### src/rtl/mint_ctrl_if.sv
// CSR access, interrupt sources and trap-unit handshake for mint_ctrl.
// The controller sits on the slave side; the hart/trap unit drives the master side.
interface mint_ctrl_if #(
  parameter int NUM_LOCAL = 4
);
  logic [11:0]          csr_addr_in;
  logic                 wr_en_in;
  logic [1:0]           csr_op_in;
  logic [31:0]          data_wr_in;
  logic                 mext_irq_in;
  logic                 mtimer_irq_in;
  logic                 msoft_irq_in;
  logic [NUM_LOCAL-1:0] local_irq_in;
  logic                 mstatus_mie_in;
  logic                 ack_in;
  logic [31:0]          mie_reg_out;
  logic [31:0]          mip_reg_out;
  logic                 irq_req_out;
  logic [4:0]           irq_cause_out;

  modport slave (
    input  csr_addr_in, wr_en_in, csr_op_in, data_wr_in,
    input  mext_irq_in, mtimer_irq_in, msoft_irq_in, local_irq_in,
    input  mstatus_mie_in, ack_in,
    output mie_reg_out, mip_reg_out, irq_req_out, irq_cause_out
  );

  modport master (
    output csr_addr_in, wr_en_in, csr_op_in, data_wr_in,
    output mext_irq_in, mtimer_irq_in, msoft_irq_in, local_irq_in,
    output mstatus_mie_in, ack_in,
    input  mie_reg_out, mip_reg_out, irq_req_out, irq_cause_out
  );
endinterface

### src/rtl/mint_ctrl.sv
// Machine-mode interrupt enable/pending controller: mie/mip CSRs, level/edge
// capture of local sources, fixed-priority selection and a registered request.
module mint_ctrl #(
  parameter int                   NUM_LOCAL = 4,
  parameter logic [NUM_LOCAL-1:0] EDGE_MASK = '0,
  parameter logic [11:0]          MIE       = 12'h304,
  parameter logic [11:0]          MIP       = 12'h344
) (
  input  logic        clock,
  input  logic        rst_in,
  mint_ctrl_if.slave  bus
);

  typedef enum logic [1:0] {
    OP_NONE  = 2'b00,
    OP_WRITE = 2'b01,
    OP_SET   = 2'b10,
    OP_CLEAR = 2'b11
  } csr_op_e;

  localparam logic [31:0] STD_BITS   = 32'h0000_0888;
  localparam logic [31:0] LOCAL_BITS = 32'((((64'd1 << NUM_LOCAL) - 64'd1) << 16));
  localparam logic [31:0] MIE_MASK   = STD_BITS | LOCAL_BITS;

  logic [31:0]          mie_q, mie_d;
  logic                 ext_q, timer_q, soft_q;
  logic [NUM_LOCAL-1:0] local_q, local_d, prev_q, edge_clr;
  logic                 req_q;
  logic [4:0]           cause_q;
  logic [31:0]          mip_vec, cand;
  logic                 any_cand;
  logic [4:0]           best_cause;
  logic                 ack_ok, mie_wr, mip_wr;
  csr_op_e              op;

  assign op     = csr_op_e'(bus.csr_op_in);
  assign mie_wr = bus.wr_en_in && (bus.csr_addr_in == MIE);
  assign mip_wr = bus.wr_en_in && (bus.csr_addr_in == MIP);
  assign ack_ok = bus.ack_in && req_q;

  // NOTE: every always_comb output gets a default first so no path can infer a latch.
  always_comb begin
    mie_d = mie_q;
    if (mie_wr) begin
      unique case (op)
        OP_WRITE: mie_d = bus.data_wr_in & MIE_MASK;
        OP_SET:   mie_d = mie_q | (bus.data_wr_in & MIE_MASK);
        OP_CLEAR: mie_d = mie_q & ~bus.data_wr_in;
        default:  mie_d = mie_q;
      endcase
    end
  end

  // Edge bits are sticky; a new edge in the same cycle as a clear still wins.
  always_comb begin
    edge_clr = '0;
    local_d  = bus.local_irq_in;
    for (int i = 0; i < NUM_LOCAL; i++) begin
      if (EDGE_MASK[i]) begin
        edge_clr[i] = (mip_wr && op == OP_CLEAR &&  bus.data_wr_in[16+i]) ||
                      (mip_wr && op == OP_WRITE && !bus.data_wr_in[16+i]) ||
                      (ack_ok && cause_q == 5'(16 + i));
        local_d[i]  = (bus.local_irq_in[i] & ~prev_q[i]) | (local_q[i] & ~edge_clr[i]);
      end
    end
  end

  always_comb begin
    mip_vec                   = '0;
    mip_vec[11]               = ext_q;
    mip_vec[7]                = timer_q;
    mip_vec[3]                = soft_q;
    mip_vec[16 +: NUM_LOCAL]  = local_q;
  end

  assign cand = mip_vec & mie_q & {32{bus.mstatus_mie_in}};

  // Later assignments override earlier ones, so they run lowest priority first.
  always_comb begin
    any_cand   = 1'b0;
    best_cause = cause_q;
    for (int i = 0; i < NUM_LOCAL; i++) begin
      if (cand[16+i]) begin
        any_cand   = 1'b1;
        best_cause = 5'(16 + i);
      end
    end
    if (cand[7])  begin any_cand = 1'b1; best_cause = 5'd7;  end
    if (cand[3])  begin any_cand = 1'b1; best_cause = 5'd3;  end
    if (cand[11]) begin any_cand = 1'b1; best_cause = 5'd11; end
  end

  // NOTE: sequential state uses non-blocking assignments so every register samples pre-edge values.
  always_ff @(posedge clock) begin
    if (rst_in) begin
      mie_q   <= '0;
      ext_q   <= 1'b0;
      timer_q <= 1'b0;
      soft_q  <= 1'b0;
      local_q <= '0;
      prev_q  <= '0;
      req_q   <= 1'b0;
      cause_q <= '0;
    end else begin
      mie_q   <= mie_d;
      ext_q   <= bus.mext_irq_in;
      timer_q <= bus.mtimer_irq_in;
      soft_q  <= bus.msoft_irq_in;
      local_q <= local_d;
      prev_q  <= bus.local_irq_in;
      if (ack_ok) begin
        req_q <= 1'b0;
      end else begin
        req_q <= any_cand;
        if (any_cand) cause_q <= best_cause;
      end
    end
  end

  assign bus.mie_reg_out   = mie_q;
  assign bus.mip_reg_out   = mip_vec;
  assign bus.irq_req_out   = req_q;
  assign bus.irq_cause_out = cause_q;

endmodule

### src/flat_wrapper.sv
// flat-port wrapper written by rule: the top's interface ports become plain ports
module mint_ctrl_flat 
#(
  parameter int                   NUM_LOCAL = 4,
  parameter logic [NUM_LOCAL-1:0] EDGE_MASK = '0,
  parameter logic [11:0]          MIE       = 12'h304,
  parameter logic [11:0]          MIP       = 12'h344
)
  (clock, rst_in, bus_csr_addr_in, bus_wr_en_in, bus_csr_op_in, bus_data_wr_in, bus_mext_irq_in, bus_mtimer_irq_in, bus_msoft_irq_in, bus_local_irq_in, bus_mstatus_mie_in, bus_ack_in, bus_mie_reg_out, bus_mip_reg_out, bus_irq_req_out, bus_irq_cause_out);
  mint_ctrl_if #(.NUM_LOCAL(NUM_LOCAL)) bus_i ();
  input  logic clock;
  input  logic rst_in;
  input wire logic [$bits(bus_i.csr_addr_in)-1:0] bus_csr_addr_in;
  input wire logic [$bits(bus_i.wr_en_in)-1:0] bus_wr_en_in;
  input wire logic [$bits(bus_i.csr_op_in)-1:0] bus_csr_op_in;
  input wire logic [$bits(bus_i.data_wr_in)-1:0] bus_data_wr_in;
  input wire logic [$bits(bus_i.mext_irq_in)-1:0] bus_mext_irq_in;
  input wire logic [$bits(bus_i.mtimer_irq_in)-1:0] bus_mtimer_irq_in;
  input wire logic [$bits(bus_i.msoft_irq_in)-1:0] bus_msoft_irq_in;
  input wire logic [$bits(bus_i.local_irq_in)-1:0] bus_local_irq_in;
  input wire logic [$bits(bus_i.mstatus_mie_in)-1:0] bus_mstatus_mie_in;
  input wire logic [$bits(bus_i.ack_in)-1:0] bus_ack_in;
  output wire logic [$bits(bus_i.mie_reg_out)-1:0] bus_mie_reg_out;
  output wire logic [$bits(bus_i.mip_reg_out)-1:0] bus_mip_reg_out;
  output wire logic [$bits(bus_i.irq_req_out)-1:0] bus_irq_req_out;
  output wire logic [$bits(bus_i.irq_cause_out)-1:0] bus_irq_cause_out;
  assign bus_i.csr_addr_in = bus_csr_addr_in;
  assign bus_i.wr_en_in = bus_wr_en_in;
  assign bus_i.csr_op_in = bus_csr_op_in;
  assign bus_i.data_wr_in = bus_data_wr_in;
  assign bus_i.mext_irq_in = bus_mext_irq_in;
  assign bus_i.mtimer_irq_in = bus_mtimer_irq_in;
  assign bus_i.msoft_irq_in = bus_msoft_irq_in;
  assign bus_i.local_irq_in = bus_local_irq_in;
  assign bus_i.mstatus_mie_in = bus_mstatus_mie_in;
  assign bus_i.ack_in = bus_ack_in;
  assign bus_mie_reg_out = bus_i.mie_reg_out;
  assign bus_mip_reg_out = bus_i.mip_reg_out;
  assign bus_irq_req_out = bus_i.irq_req_out;
  assign bus_irq_cause_out = bus_i.irq_cause_out;
  mint_ctrl #(.NUM_LOCAL(NUM_LOCAL), .EDGE_MASK(EDGE_MASK), .MIE(MIE), .MIP(MIP)) u_core (.clock(clock), .rst_in(rst_in), .bus(bus_i));
endmodule
### config.mk
export PLATFORM = sky130hd
export DESIGN_NAME = mint_ctrl_flat
export DESIGN_NICKNAME = d
export VERILOG_FILES = /design/src/rtl/mint_ctrl_if.sv /design/src/rtl/mint_ctrl.sv /design/src/flat_wrapper.sv
export SDC_FILE = /design/constraint.sdc
export NUM_CORES = 1
export LEC_CHECK = 0
export CAP_MARGIN = 25
export CORE_UTILIZATION = 40
export DETAILED_ROUTE_END_ITERATION = 16
export PLACE_DENSITY = 0.85
export SLEW_MARGIN = 20
export SYNTH_ARGS = -nofsm -noshare
export SYNTH_HDL_FRONTEND = slang
export SYNTH_SLANG_ARGS = --single-unit
### constraint.sdc
create_clock -name clock -period 4.6 [get_ports clock]
set_clock_uncertainty 0.2 [all_clocks]
set_input_delay 0.69 -clock clock [delete_from_list [all_inputs] [get_ports clock]]
set_output_delay 0.69 -clock clock [all_outputs]
set_load 0.005 [all_outputs]
==> results by group, run 1 <==
Timing
  – Setup_tns: 0 ns
  – RSZ-0062 raised after global routing: false
  – Final worst slack: 2.286 ns
  – Final min period: 2.314 ns
  – Min Hold Slack: 0.2549 ns
  – Final setup viols: 0
  – Max-slew violations: 0
  – Period utilization: 50.30%
  – Worst slew pin tran: 0.6256 ns
  – Count of final hold-check violations: 0
  – Relative slew slack: 58.11%
  – Max Freq: 0.4322 GHz

Placed design
  – Placed Cells: 393
  – Pre-CTS WS: 1.980 ns
  – Gpl congestion: 0.8473
  – Final HPWL from detailed placement: 3574 µm
  – Post-place instance area: 0.003040 mm²
  – I/O Buffers: 102

Critical path
  – CP arrival: 2.29 ns
  – CP endpoint kind: register
  – CP max FO: 25
  – Worst EP required: 4.57 ns
  – Startpoint Class: input port
  – Critical path class: in2reg

Global route
  – Global route total overflow: 0
  – Gr usage total: 17.93%
  – First-pass GRT wire length: 7679 µm
  – Largest net degree at the start of global routing: 47
  – Via count of the first global-routing pass: 1,687
  – Initial antenna violation count: 0

Clocking
  – Root Buffer: clkbuf_8
  – Cts hold-fix bufs: 0
  – CTS Buf Count: 5
  – Clk sinks: 45
  – CTS tree: yes
  – Clk_lat worst skew: 0.29 ns
  – H-tree levels: 2
  – Setup Buffers After CTS: 0
  – CTS Buffer Depth: 2
  – PostCTS Resize Cnt: 0
  – Clock transition at path regs: 0.09 ns

Route
  – Met1 WL: 2084 µm
  – DR vias/cell: 4.721
  – Met2 routed WL: 2400 µm
  – Avg WL per Cell: 12.14 µm
  – Via count: 1,893
  – DRT iter0 DRCs: 74
  – DR WL met3: 317 µm
  – ANT nets after route: 0
  – Max Used Layer: met4
  – Router iterations before antenna repair: 4
  – Total routed wirelength: 4870 µm
  – Residual DRC: 0

Yosys
  – Synth top cells by count: 53 x nand2b_1, 45 x dfxtp_1, 32 x a21oi_1, 28 x buf_4, 15 x nor2b_1
  – Cell Area, Synth: 0.002112 mm²
  – Avg Inst Size Synth: 8.987 µm²
  – #FFs+latches synth: 45
  – Main synth FF type: dfxtp_1
  – Mapped Cells: 235
  – Sequential area share after synthesis: 42.65%
  – Synth top area share: 42.65%
  – Largest cells by area after synthesis: dfxtp_1 43%, nand2b_1 16%, buf_4 10%
  – Library cells used by synthesis: 28
  – Warnings, synthesis: 0
  – Post-synth ARST share: 0%
  – Post-synth EDFFs: 0
  – Post-synth top area cell: dfxtp_1
  – Most common cell in the netlist: nand2b_1

Status
  – Status: finished, final reports clean

Finish
  – P&R area growth vs syn: 50.47%
  – Post-Layout Cell Count: 401
  – # nets final: 388
  – Final Instance Area: 0.003178 mm²
  – Layout cells sized above 1: 4.834%
  – # diodes: 0
  – Post-layout util: 62.22%

Floorplanning
  – Die Span X: 74.67 µm
  – Initial Util: 41.35%
  – Core Box Area: 0.005107 mm²
  – Rows: 26
  – Die ar.: 0.005575 mm²
  – Ports: 128
  – Die H: 74.67 µm

Power and ir drop
  – Tot Pwr: 0.8428 mW
  – Power per cell area: 265.2 mW/mm²
  – Peak VDD IR: 0.1781 mV
  – Pleak: 1.176 nW

Hold path
  – Hold WC Path Type: reg2reg

Job
  – Max-Cap Viols: 0
[flip-flops by register name, indices dropped and copies added, names as in the netlist]
register / flops
u_core.bus.mie_reg_out: 32
u_core.bus.irq_cause_out: 5
u_core.local_q: 4
u_core.bus.irq_req_out: 1
u_core.ext_q: 1
u_core.soft_q: 1
u_core.timer_q: 1
[where the power goes]
part / internal [mW] / switching, mW
clock network: 0.219 / 0.136
registers: 0.392 / 0.00270
logic: 0.0618 / 0.0308
[area by class of cell]
class / count / area, µm²
Fill cell: 452 / 1929
Timing Repair Buffer: 104 / 1036
Multi-Input combinational cell: 174 / 1016
Sequential cell: 45 / 900.9
Tap cell: 70 / 87.58
Clock buffer: 5 / 68.82
Clock inverter: 3 / 68.82
[worst paths after layout]
check | from | endpoint | slack [ns] | cells after the start
setup / recovery | bus_csr_addr_in[11] | u_core.bus.mie_reg_out[9] | 2.29 | 5
hold / removal | u_core.bus.mie_reg_out[26] | u_core.bus.mie_reg_out[26] | 0.25 | 2
setup reg to reg | u_core.bus.mie_reg_out[18] | u_core.bus.irq_cause_out[3] | 2.91 | 4
hold reg to reg | u_core.bus.mie_reg_out[26] | u_core.bus.mie_reg_out[26] | 0.25 | 2
[cells in the final DEF (no fill, tap or decap), types with 3 or more instances in the layout]
| master | instances |
|---|---|
| nand3_1 | 4 |
| clkdlybuf4s50_1 | 102 |
| nand4_1 | 8 |
| dfxtp_1 | 45 |
| o31ai_1 | 7 |
| a21oi_2 | 3 |
| nor2b_1 | 15 |
| a21oi_1 | 32 |
| nand2_1 | 5 |
| nor2_1 | 5 |
| clkbuf_8 | 5 |
| conb_1 | 25 |
| nand2b_1 | 53 |
[worst max-delay path, cell delays in order]
cell	delay [ns]
clkdlybuf4s50_1	0.40
and4bb_1	0.27
and3_1	0.32
and4_4	0.48
a21oi_1	0.11
[routing by layer]
layer | up-vias | GRT usage [%]
li1 | 935 | -
met1 | 868 | 21.75
met4 | 0 | 6.289
met3 | 5 | 5.355
met5 | - | 0
met2 | 85 | 30.23
[cells by family after synthesis]
logic type	count (synthesis)	synth area share, %
AO/OA/AOI/OAI	55	16.29
buffers and inverters	40	13.51
flip-flops	45	42.65
other	1	0.1776
AND/OR/NAND/NOR	94	27.37
(Power assumes the default switching activity.)
==> inputs of run 2 (changes only) <==
- CORE_UTILIZATION: 40 -> 34
- PLACE_DENSITY: 0.85 -> 0.77
- clock period: 4.6 -> 1.93 ns (I/O delays scaled with it)
==> results by group, run 2 (synthesis results as in run 1) <==
Hold path
  – Hold Path Depth: 2 (unchanged)
  – Endpoint with the worst hold slack: u_core.bus.mie_reg_out[28]
  – Min-Delay Startpoint: u_core.bus.mie_reg_out[28]
  – Hold WC Path Type: reg2reg

Finish
  – Most frequent cells in the layout: 102 x clkdlybuf4s50_1, 53 x nand2b_1, 45 x dfxtp_1, 32 x a21oi_1, 25 x conb_1
  – Fillcell total: 567 (+25%)
  – Most common cell after layout, fill and taps aside: clkdlybuf4s50_1
  – Max reg flops: 32 (unchanged)
  – Final Instance Area: 0.003214 mm² (+1.1%)
  – # nets final: 396 (+2.1%)
  – Multi-input gate area: 0.001016 mm² (unchanged)
  – Register Area: 900.9 µm² (unchanged)
  – # diodes: 0 (unchanged)
  – Layout cells sized above 1: 6.785% (+2.0 points)
  – P&R area growth vs syn: 52.19%

Global route
  – Largest net degree at the start of global routing: 47 (unchanged)
  – Gr usage total: 14.95% (-3.0 points)
  – Global route total overflow: 0 (unchanged)
  – Via count of the first global-routing pass: 1,660 (-1.6%)
  – Initial antenna violation count: 0 (unchanged)
  – First-pass GRT wire length: 7569 µm (-1.4%)

Critical path
  – Startpoint Class: input port
  – CP Buf/Inv Count: 2 (+1)
  – Crit path max-delay cell type: clkdlybuf4s50_1
  – CP max FO: 7 (-72%)
  – Max stage delay on crit path: 0.41 ns (-0.07 ns)
  – Crit-path cells: clkdlybuf4s50_1 > nor4b_2 > o211ai_1 > buf_4 > o31ai_1 > a21oi_1
  – CP delay by family, top: buffers and inverters
  – CP endpoint kind: register
  – Worst EP required: 1.90 ns (-2.67 ns)
  – R2r setup slk: 0.32 ns (-2.59 ns)
  – Reg2reg end: u_core.bus.irq_cause_out[3]
  – CP arrival: 1.74 ns (-0.55 ns)
  – Critical path class: in2reg
  – Reg-to-Reg Start: u_core.local_q[2]
  – Reg2reg path depth: 5 (+1)
  – Levels on crit path: 6 (+1)

Route
  – Max Used Layer: met4
  – Met1 WL: 2189 µm (+5.0%)
  – Met2 routed WL: 2430 µm (+1.3%)
  – ANT nets after route: 0 (unchanged)
  – Total routed wirelength: 5031 µm (+3.3%)
  – DRT iter0 DRCs: 48 (-35%)
  – Avg WL per Cell: 12.15 µm (about the same)
  – Via count: 1,923 (+1.6%)
  – Router iterations before antenna repair: 4 (unchanged)
  – DR WL met3: 355 µm (+12%)
  – Residual DRC: 0 (unchanged)
  – DR vias/cell: 4.645 (-1.6%)

Floorplanning
  – Die H: 80.82 µm (+8.2%)
  – Rows: 28 (+7.7%)
  – Core Box Area: 0.005956 mm² (+17%)
  – Die Span X: 80.82 µm (+8.2%)
  – Die ar.: 0.006531 mm² (+17%)
  – Initial Util: 35.46% (-5.9 points)
  – Ports: 128 (unchanged)

Timing
  – Max Freq: 0.5650 GHz
  – Final min period: 1.770 ns
  – Final setup viols: 0 (unchanged)
  – Max-slew violations: 0 (unchanged)
  – Period utilization: 91.70%
  – Min Hold Slack: 0.2488 ns (-0.006193 ns)
  – Setup_tns: 0 ns (unchanged)
  – Count of final hold-check violations: 0 (unchanged)
  – RSZ-0062 raised after global routing: false

Job
  – Max-Cap Viols: 0 (unchanged)

Placed design
  – Final HPWL from detailed placement: 3711 µm (+3.8%)
  – Gpl congestion: 0.7858 (-7.3%)
  – Post-place instance area: 0.003132 mm² (+3.0%)
  – I/O Buffers: 102 (unchanged)

Clocking
  – Setup Buffers After CTS: 0 (unchanged)
  – PostCTS Resize Cnt: 0 (unchanged)
  – Cts hold-fix bufs: 0 (unchanged)
  – Clock transition at path regs: 0.08 ns (about the same)
  – Clk_lat worst skew: 0.29 ns (about the same)
  – CTS Buf Count: 5 (unchanged)
  – H-tree levels: 2 (unchanged)
  – CTS tree: yes
  – Clk sinks: 45 (unchanged)
  – CTS Buffer Depth: 2 (unchanged)
  – Root Buffer: clkbuf_8

Power and ir drop
  – Pleak: 1.199 nW (+2.0%)
  – Power per cell area: 536.8 mW/mm² (+100%)
  – Peak VDD IR: 0.2682 mV (+51%)

Status
  – Status: finished, final reports clean
## run 2: cell types whose count changed in the layout (fill, tap and decap cells not counted), sizes merged
cell,before,now
buf,2,10
bufinv,2,0
clkinv,0,2
clkbuf,5,6
inv,1,0
## run 2: worst max path at each step
stage | endpoint | slack (ns) | start
floorplan | u_core.bus.mie_reg_out[12] | 0.30 | bus_csr_addr_in[10]
global placement | u_core.bus.mie_reg_out[11] | -0.07 | bus_csr_addr_in[1]
detailed placement | u_core.bus.mie_reg_out[18] | -0.15 | bus_csr_addr_in[1]
CTS | bus_mie_reg_out[11] | 0.16 | u_core.bus.mie_reg_out[11]
global route | u_core.bus.mie_reg_out[19] | 0.01 | bus_csr_addr_in[1]
finish | u_core.bus.mie_reg_out[18] | 0.16 | bus_csr_addr_in[1]
## run 2: layout make-up
class / instances / share of cell area (%)
Timing Repair Buffer: 112 / 34.88
Multi-Input combinational cell: 174 / 31.61
Sequential cell: 45 / 28.03
Tap cell: 75 / 2.919
Clock buffer: 6 / 2.258
Clock inverter: 2 / 0.3114
## run 2: report_power, final
group | switching [mW] | internal [mW]
sequential | 0.00630 | 0.935
clock | 0.306 | 0.251
combinational | 0.0742 | 0.153
## run 2: per-layer routing
layer	vias to the layer above	track usage, %
met2	79	24.87
met3	5	3.933
met5	-	0
li1	951	-
met1	888	18.72
met4	0	4.821
## run 2: through the flow
| step | utilization [%] | total power [mW] | cells | worst slack, ns |
|---|---|---|---|---|
| after floorplan | - | 1.079 | 259 | 0.3006 |
| after detailed placement | 52.58 | 1.191 | 406 | -0.1519 |
| after global routing | 53.97 | 1.818 | 414 | 0.01481 |
| after global placement | 52.58 | 1.189 | 406 | -0.07283 |
| final | 53.97 | 1.726 | 414 | 0.1601 |
| after CTS | 53.97 | 1.753 | 414 | 0.1637 |
## run 2: worst reg2reg max path: stages, from the launching register on
cell,delay [ns]
dfxtp_1,0.34
a222oi_1,0.39
a41oi_1,0.19
buf_4,0.19
nand2b_1,0.13
a21oi_1,0.11
==> inputs of run 3 (changes only) <==
- SLEW_MARGIN: 20 -> 10
==> results of run 3 <==
The final DEF is identical to that of run 2; final timing and power are the same.
